===== src/rtl/adder_cmp_ctrl.sv =====
// adder_cmp_ctrl: registers an operand pair, waits for three external adders to
// settle, then captures the CLA sum, carry, signed overflow and cross-adder mismatch.
// Optional statistics counters are enabled with the macro ADDER_CMP_STATS_EN.
// Ports:
//   clk, rst_n                     clock, async active-low reset
//   in_valid/in_ready, in_a/in_b   operand handshake
//   op_a, op_b                     registered operands to the adders
//   res_*/co_*                     adder sums and carries (cla, skip, sel)
//   out_valid/out_ready            result handshake
//   sum, cout, ovf, mismatch       captured result
//   stat_clr, op_count, err_count  statistics
module adder_cmp_ctrl #(
    parameter int WIDTH      = 32,
    parameter int SETTLE_CYC = 2
) (
    input  logic             clk,
    input  logic             rst_n,
    input  logic             in_valid,
    output logic             in_ready,
    input  logic [WIDTH-1:0] in_a,
    input  logic [WIDTH-1:0] in_b,
    output logic [WIDTH-1:0] op_a,
    output logic [WIDTH-1:0] op_b,
    input  logic [WIDTH-1:0] res_cla,
    input  logic [WIDTH-1:0] res_skip,
    input  logic [WIDTH-1:0] res_sel,
    input  logic             co_cla,
    input  logic             co_skip,
    input  logic             co_sel,
    output logic             out_valid,
    input  logic             out_ready,
    output logic [WIDTH-1:0] sum,
    output logic             cout,
    output logic             ovf,
    output logic [2:0]       mismatch,
    input  logic             stat_clr,
    output logic [15:0]      op_count,
    output logic [15:0]      err_count
);

    localparam logic [1:0] IDLE   = 2'd0;
    localparam logic [1:0] SETTLE = 2'd1;
    localparam logic [1:0] HOLD   = 2'd2;

    // Counter holds SETTLE_CYC-1 at most.
    localparam int CW = (SETTLE_CYC > 1) ? $clog2(SETTLE_CYC) : 1;
    localparam logic [CW-1:0] CNT_INIT = CW'(SETTLE_CYC - 1);

    logic [1:0]       r_state;
    logic [CW-1:0]    r_cnt;
    logic [WIDTH-1:0] r_op_a;
    logic [WIDTH-1:0] r_op_b;
    logic [WIDTH-1:0] r_sum;
    logic             r_cout;
    logic             r_ovf;
    logic [2:0]       r_mismatch;

    logic             w_capture;
    logic             w_ovf;
    logic [2:0]       w_mismatch;
    logic [WIDTH:0]   w_cla;
    logic [WIDTH:0]   w_skip;
    logic [WIDTH:0]   w_sel;

    assign w_cla  = {co_cla, res_cla};
    assign w_skip = {co_skip, res_skip};
    assign w_sel  = {co_sel, res_sel};

    assign w_mismatch = {w_skip != w_sel, w_sel != w_cla, w_skip != w_cla};

    // Same operand signs, result sign differs.
    assign w_ovf = (r_op_a[WIDTH-1] == r_op_b[WIDTH-1])
                 && (res_cla[WIDTH-1] != r_op_a[WIDTH-1]);

    assign w_capture = (r_state == SETTLE) && (r_cnt == '0);

    always_ff @(posedge clk or negedge rst_n) begin
        if (!rst_n) begin
            r_state    <= IDLE;
            r_cnt      <= '0;
            r_op_a     <= '0;
            r_op_b     <= '0;
            r_sum      <= '0;
            r_cout     <= 1'b0;
            r_ovf      <= 1'b0;
            r_mismatch <= 3'b000;
        end else begin
            case (r_state)
                IDLE: begin
                    if (in_valid) begin
                        r_op_a  <= in_a;
                        r_op_b  <= in_b;
                        r_cnt   <= CNT_INIT;
                        r_state <= SETTLE;
                    end
                end
                SETTLE: begin
                    if (w_capture) begin
                        r_sum      <= res_cla;
                        r_cout     <= co_cla;
                        r_ovf      <= w_ovf;
                        r_mismatch <= w_mismatch;
                        r_state    <= HOLD;
                    end else begin
                        r_cnt <= r_cnt - 1'b1;
                    end
                end
                HOLD: begin
                    if (out_ready) begin
                        r_state <= IDLE;
                    end
                end
                default: r_state <= IDLE;
            endcase
        end
    end

    assign in_ready  = (r_state == IDLE);
    assign out_valid = (r_state == HOLD);
    assign op_a      = r_op_a;
    assign op_b      = r_op_b;
    assign sum       = r_sum;
    assign cout      = r_cout;
    assign ovf       = r_ovf;
    assign mismatch  = r_mismatch;

`ifdef ADDER_CMP_STATS_EN
    logic [15:0] r_op_count;
    logic [15:0] r_err_count;
    logic        w_cap_err;

    assign w_cap_err = |w_mismatch;

    // Clear wins over a same-cycle increment; both counters saturate.
    always_ff @(posedge clk or negedge rst_n) begin
        if (!rst_n) begin
            r_op_count  <= '0;
            r_err_count <= '0;
        end else if (stat_clr) begin
            r_op_count  <= '0;
            r_err_count <= '0;
        end else if (w_capture) begin
            if (r_op_count != 16'hFFFF) begin
                r_op_count <= r_op_count + 16'd1;
            end
            if (w_cap_err && (r_err_count != 16'hFFFF)) begin
                r_err_count <= r_err_count + 16'd1;
            end
        end
    end

    assign op_count  = r_op_count;
    assign err_count = r_err_count;
`else
    logic w_stat_clr_unused;

    assign w_stat_clr_unused = stat_clr;
    assign op_count          = 16'd0;
    assign err_count         = 16'd0;
`endif

endmodule

===== config.mk =====
export PLATFORM = sky130hd
export DESIGN_NAME = adder_cmp_ctrl
export DESIGN_NICKNAME = d
export VERILOG_FILES = /design/src/rtl/adder_cmp_ctrl.sv
export SDC_FILE = /design/constraint.sdc
export NUM_CORES = 1
export LEC_CHECK = 0
export CORE_MARGIN = 3
export CORE_UTILIZATION = 35
export CTS_CLUSTER_DIAMETER = 100
export CTS_CLUSTER_SIZE = 14
export DETAILED_ROUTE_END_ITERATION = 7
export GPL_TIMING_DRIVEN = 0
export PLACE_DENSITY = 0.77
export SLEW_MARGIN = 20
export SYNTH_ARGS = -nofsm -noshare
export SYNTH_HDL_FRONTEND = slang
export SYNTH_SLANG_ARGS = --single-unit

===== constraint.sdc =====
create_clock -name clk -period 1.4 [get_ports clk]
set_input_delay 0.28 -clock clk [delete_from_list [all_inputs] [get_ports clk]]
set_output_delay 0.28 -clock clk [all_outputs]
set_load 0.02 [all_outputs]

==> flow_summary.toml, run 1 <==
[floorplan]
coreArea_mm2 = 0.0146
io_pins = 303
initial_utilization_pct = 35.8
dieArea_mm2 = 0.0164
die_w_um = 128
die_y_um = 128
rows = 44

[layout]
drive_above_1_share_pct = 27.4
num_antenna_cells = 0
layout.nets = 912
syn2layout_area_growth_pct = 78.0

[setup_path]
r2r_cells = 4
reg2reg_slack_ns = -0.22
crit_chain = "clkdlybuf4s50_1, nor3b_4, buf_6, bufbuf_16, mux2_2"
crit_path_start = "in_valid"
cp.arrival_ns = 1.87
crit_slowest_cell = "clkdlybuf4s50_1"
start_kind = "input pin"
slowest_delay_ns = 0.54
crit_type = "input pin to flip-flop"
r2r_start = "r_state[1]"
r2r_end = "op_a[22]"
cp_num_buf_inv = 3
end_kind = "flip-flop"
critPathMaxFanout = 7
critPathTopFamily = "buffers and inverters"
crit_required_ns = 1.63

[power_and_ir_drop]
ir_drop_uv = 1420
p_leak_nw = 4.04
power_density_mw_per_mm2 = 1950
report.power.total_w = 0.0181

[global_routing]
grt_antenna_before_repair = 0
grt_first_pass_wirelength_um = 27000
grtUsageTotal_pct = 21.6
grt_start_max_net_pins = 68
grt_pass1_vias = 4840
overflow = 0

[clocking]
ctsLongestPathBuffers = 2
cts_root_buf = "clkbuf_16"
cts_buffers = 9
ctsHtreeMaxLevel = 3
clkTransAtPathRegs_ns = 0.08
cts_tree = "done"
clkLatencyLatePin_ns = 0.35
clock_sinks = 104

[sta]
setup_viol_count_final = 98
max_freq_mhz = 608
rsz0062_at_grt = "yes"
maxSlewViolCount = 0
finalCritPeriodShare_pct = 117
layout_setup_ws_ns = -0.245
finalCriticalPeriod_ns = 1.64
skew_ns = 0.00894
hold_viol = 0
tns_ns = -12.21

[synth]
synth.most_common_cell = "dfrtp_1"
syn_area_mm2 = 0.00522
synth_cell_types = 21
ys_ff_latch = 104
yosys-top-cells-area = "dfrtp_1 (50%), mux2_2 (21%), xnor2_1 (16%)"
ys.flop_type = "dfrtp_1"
synth_top_area_share_pct = 49.8
yosys_warnings = 0
yosys-top-cells-count = "dfrtp_1 (104), mux2_2 (97), xnor2_1 (93), buf_4 (41), nand4_1 (24)"
ys_seq_area_share_pct = 49.8
synth_edf_count = 0
synth.avg_cell_area_um2 = 13.1
async_flop_share_pct = 100
synth_cells = 400
yosys.area.top_type = "dfrtp_1"

[place]
place_hpwl_um = 14100
port_buffers = 269
gp_congestion = 0.883
pre_cts_slack_ns = -0.540

[routing]
routedWlPerCell_um = 20.0
drc = 0
viasPerCell = 4.74
final_antenna_net_count = 0
drt_first_iter_violations = 98
vias = 4423
drtPass1Iterations = 4
routed_wl_um = 18700

[status]
status = "finished, violations left"
failed_checks = "negative setup slack"

[hold_path]
min_path_type = "input pin to asynchronous set/reset pin"

[run]
drv_cap = 0
## metrics by stage
| step | hold slack (ns) | std cells | cell area [um^2] | utilization [%] |
|---|---|---|---|---|
| 2_1_floorplan | -0.0156 | 431 | 5340 | - |
| 6_report | 0.399 | 933 | 9300 | 63.7 |
| 3_3_place_gp | 0.489 | 884 | 8260 | 56.6 |
| 4_1_cts | 0.403 | 925 | 8880 | 60.9 |
| 3_5_place_dp | 0.219 | 885 | 8290 | 56.8 |
| 5_1_grt | 0.433 | 933 | 9300 | 63.7 |
## worst max path at each step
stage | slack, ns | end | cells after the start
2_1_floorplan | -0.007 | op_a[0] | 4
3_3_place_gp | -3.89 | op_b[24] | 1
3_5_place_dp | -0.54 | op_b[26] | 5
4_1_cts | -0.20 | mismatch[1] | 6
5_1_grt | -0.26 | op_a[22] | 4
6_report | -0.24 | op_a[22] | 5
## report_power, final
| part | internal, W | switching (W) |
|---|---|---|
| Sequential | 0.00452 | 0.000900 |
| Clock | 0.00142 | 0.00122 |
| Combinational | 0.00546 | 0.00459 |
| Total | 0.0114 | 0.00671 |
## state kept, by name (all words and copies together), names as in the netlist
signal	flops
cout	1
mismatch	3
op_a	32
op_b	32
ovf	1
r_cnt	1
r_state	2
sum	32
## layout by cell type (no fill, tap or decap), types with 2 or more instances in the layout
cell type / n
buf_8: 8
buf_16: 2
buf_6: 16
conb_1: 32
clkinvlp_4: 2
inv_8: 2
nor2_2: 2
a31oi_1: 3
bufbuf_16: 2
xor2_1: 6
buf_12: 4
nor3_1: 6
clkbuf_16: 13
nor4_2: 3
nor3b_4: 2
a21oi_1: 4
clkbuf_2: 3
nor2_1: 6
buf_4: 42
clkdlybuf4s50_1: 165
xnor2_1: 93
dfrtp_1: 102
mux2_2: 32
mux2_4: 65
dlygate4sd2_1: 89
dfrtp_2: 2
clkdlybuf4s15_1: 8
nand4_1: 24
## cell families after synthesis
logic type             synth area share, %
other                               0.0718
buffers and inverters                 6.35
XOR/XNOR                              16.6
multiplexers                          21.1
flip-flops                            49.8
AO/OA/AOI/OAI                        0.887
AND/OR/NAND/NOR                       5.15
## area by class of cell
cell class | count | area (um^2)
clock inverter | 6 | 76.3
inverter | 2 | 7.51
buffer | 42 | 392
fill | 1127 | 5290
sequential | 104 | 2610
multi-input combinational | 282 | 2690
clock buffer | 10 | 229
timing repair buffer | 303 | 3070
tap | 184 | 230
## what timing repair did
| action | CTS | global route |
|---|---|---|
| hold buffers | 1 | 0 |
| cloned | 4 | 4 |
| pin swaps | 2 | 0 |
| resized for setup | 162 | 84 |
| setup buffers | 19 | 7 |
| setup endpoints to repair | 200 | 115 |
| endpoints found under the hold margin | 37 | 0 |
## metal layers
layer  GRT usage [%]  routed length [um]  share of wire, %
met3            7.46                1840               9.8
met4            8.05                 628               3.4
met1            23.7                6750                36
met5               0                   0                 0
met2            38.5                9490                51
Power figures use the tool's default switching activity.
==> inputs of run 2 (changes only) <==
--- a/config.mk
+++ b/config.mk
@@ -12,6 +12,7 @@
 export DETAILED_ROUTE_END_ITERATION = 7
 export GPL_TIMING_DRIVEN = 0
 export PLACE_DENSITY = 0.77
+export RECOVER_POWER = 50
 export SLEW_MARGIN = 20
 export SYNTH_ARGS = -nofsm -noshare
 export SYNTH_HDL_FRONTEND = slang
==> flow_summary.toml, run 2 (same netlist as run 1, synthesis figures left out) <==
[status]
status = "finished, violations left"
failed_checks = "negative setup slack"

[power_and_ir_drop]
p_leak_nw = 4.04
ir_drop_uv = 1420
power_density_mw_per_mm2 = 1950

[sta]
tns_ns = -12.23
skew_ns = 0.00902
setup_viol_count_final = 98
hold_viol = 0
max_slew.worst_pin.slew_ns = 0.606
maxSlewHeadroom_pct = 59.6
rsz0062_at_grt = "yes"
layout_setup_ws_ns = -0.245
max_freq_mhz = 608
finalCriticalPeriod_ns = 1.64
finalCritPeriodShare_pct = 117
maxSlewViolCount = 0

[clocking]
cts_buffers = 9
clock_sinks = 104
clkTransAtPathRegs_ns = 0.08
ctsHtreeMaxLevel = 3
cts_tree = "done"
clkLatencyLatePin_ns = 0.35
ctsLongestPathBuffers = 2
cts_root_buf = "clkbuf_16"

[routing]
met2_length_um = 9560
final_antenna_net_count = 0
routed-wl-met3_um = 1780
routedWlPerCell_um = 20.1
drc = 0
drtPass1Iterations = 4
drt_first_iter_violations = 102
routed_wl_um = 18700
vias = 4417
topRoutingLayerUsed = "met4"
wl_met1_um = 6780
viasPerCell = 4.73

[place]
gp_congestion = 0.883
port_buffers = 269
place_hpwl_um = 14100

[setup_path]
start_kind = "input pin"
reg2reg_slack_ns = -0.22
r2r_cells = 4
crit_path_start = "in_valid"
end_kind = "flip-flop"
crit_required_ns = 1.63
critPathMaxFanout = 7
cp.arrival_ns = 1.87
r2r_start = "r_state[1]"
r2r_end = "op_a[22]"
crit_type = "input pin to flip-flop"
endpoint = "op_a[22]"

[floorplan]
initial_utilization_pct = 35.8
die_y_um = 128
dieArea_mm2 = 0.0164
coreArea_mm2 = 0.0146
io_pins = 303
die_w_um = 128
rows = 44

[layout]
drive_above_1_share_pct = 27.4
utilization_pct = 63.7
syn2layout_area_growth_pct = 77.9
mostFrequentLayoutCells = "clkdlybuf4s50_1 (165), dfrtp_1 (102), xnor2_1 (93), dlygate4sd2_1 (89), mux2_4 (65)"
num_antenna_cells = 0
layout.nets = 912
layout_commonest_cell = "clkdlybuf4s50_1"

[global_routing]
grt_start_max_net_pins = 68
grt_first_pass_wirelength_um = 27000
grt_pass1_vias = 4840
grtUsageTotal_pct = 21.6
overflow = 0
grt_antenna_before_repair = 0

[hold_path]
min_path_type = "input pin to asynchronous set/reset pin"

[run]
drv_cap = 0
[run 2: through the flow]
stage	worst slack, ns	instances	cell area (um^2)	hold WS, ns	total power (W)
2_1_floorplan	-0.00718	431	5340	-0.0156	0.00986
3_5_place_dp	-0.540	885	8290	0.219	0.0144
5_1_grt	-0.263	933	9290	0.526	0.0190
3_3_place_gp	-3.89	884	8260	0.489	0.0141
6_report	-0.245	933	9290	0.493	0.0181
4_1_cts	-0.201	925	8880	0.403	0.0170
[run 2: cell type report]
| cell class | instances | area, um^2 |
|---|---|---|
| fill | 1126 | 5300 |
| timing repair buffer | 303 | 3070 |
| multi-input combinational | 282 | 2690 |
| sequential | 104 | 2610 |
| buffer | 42 | 392 |
| tap | 184 | 230 |
| clock buffer | 10 | 229 |
| clock inverter | 6 | 76.3 |
| inverter | 2 | 7.51 |
[run 2: per-layer routing]
layer | up-vias | GRT usage [%]
li1 | 2009 | -
met1 | 2152 | 23.7
met2 | 223 | 38.5
met3 | 33 | 7.46
met4 | 0 | 8.05
met5 | - | 0
[run 2: worst min-delay path by stage]
stage | endpoint | slack [ns] | cells past startpoint
6_report | cout | 0.49 | 2
5_1_grt | op_b[7] | 0.53 | 2
4_1_cts | cout | 0.40 | 2
3_5_place_dp | cout | 0.22 | 1
3_3_place_gp | op_b[15] | 0.49 | 1
2_1_floorplan | cout | -0.02 | 0
[run 2: critical path, stage by stage]
cell and delay, ns:
clkdlybuf4s50_1 0.54, nor3b_4 0.24, buf_6 0.20, bufbuf_16 0.28
mux2_2 0.33
[run 2: where the power goes]
group,internal (W),switching (W),leakage (nW)
clock network,0.00142,0.00122,0.143
registers,0.00452,0.000899,1.21
logic,0.00546,0.00459,2.69
total,0.0114,0.00671,4.04
[run 2: timing repair]
item / CTS / global route
hold buffers: 1 / 0
pin swaps: 2 / 0
gates resized for setup: 162 / 84
setup endpoints to repair: 200 / 115
hold endpoints to repair: 37 / 0
buffers inserted: 19 / 7
cloned: 4 / 4
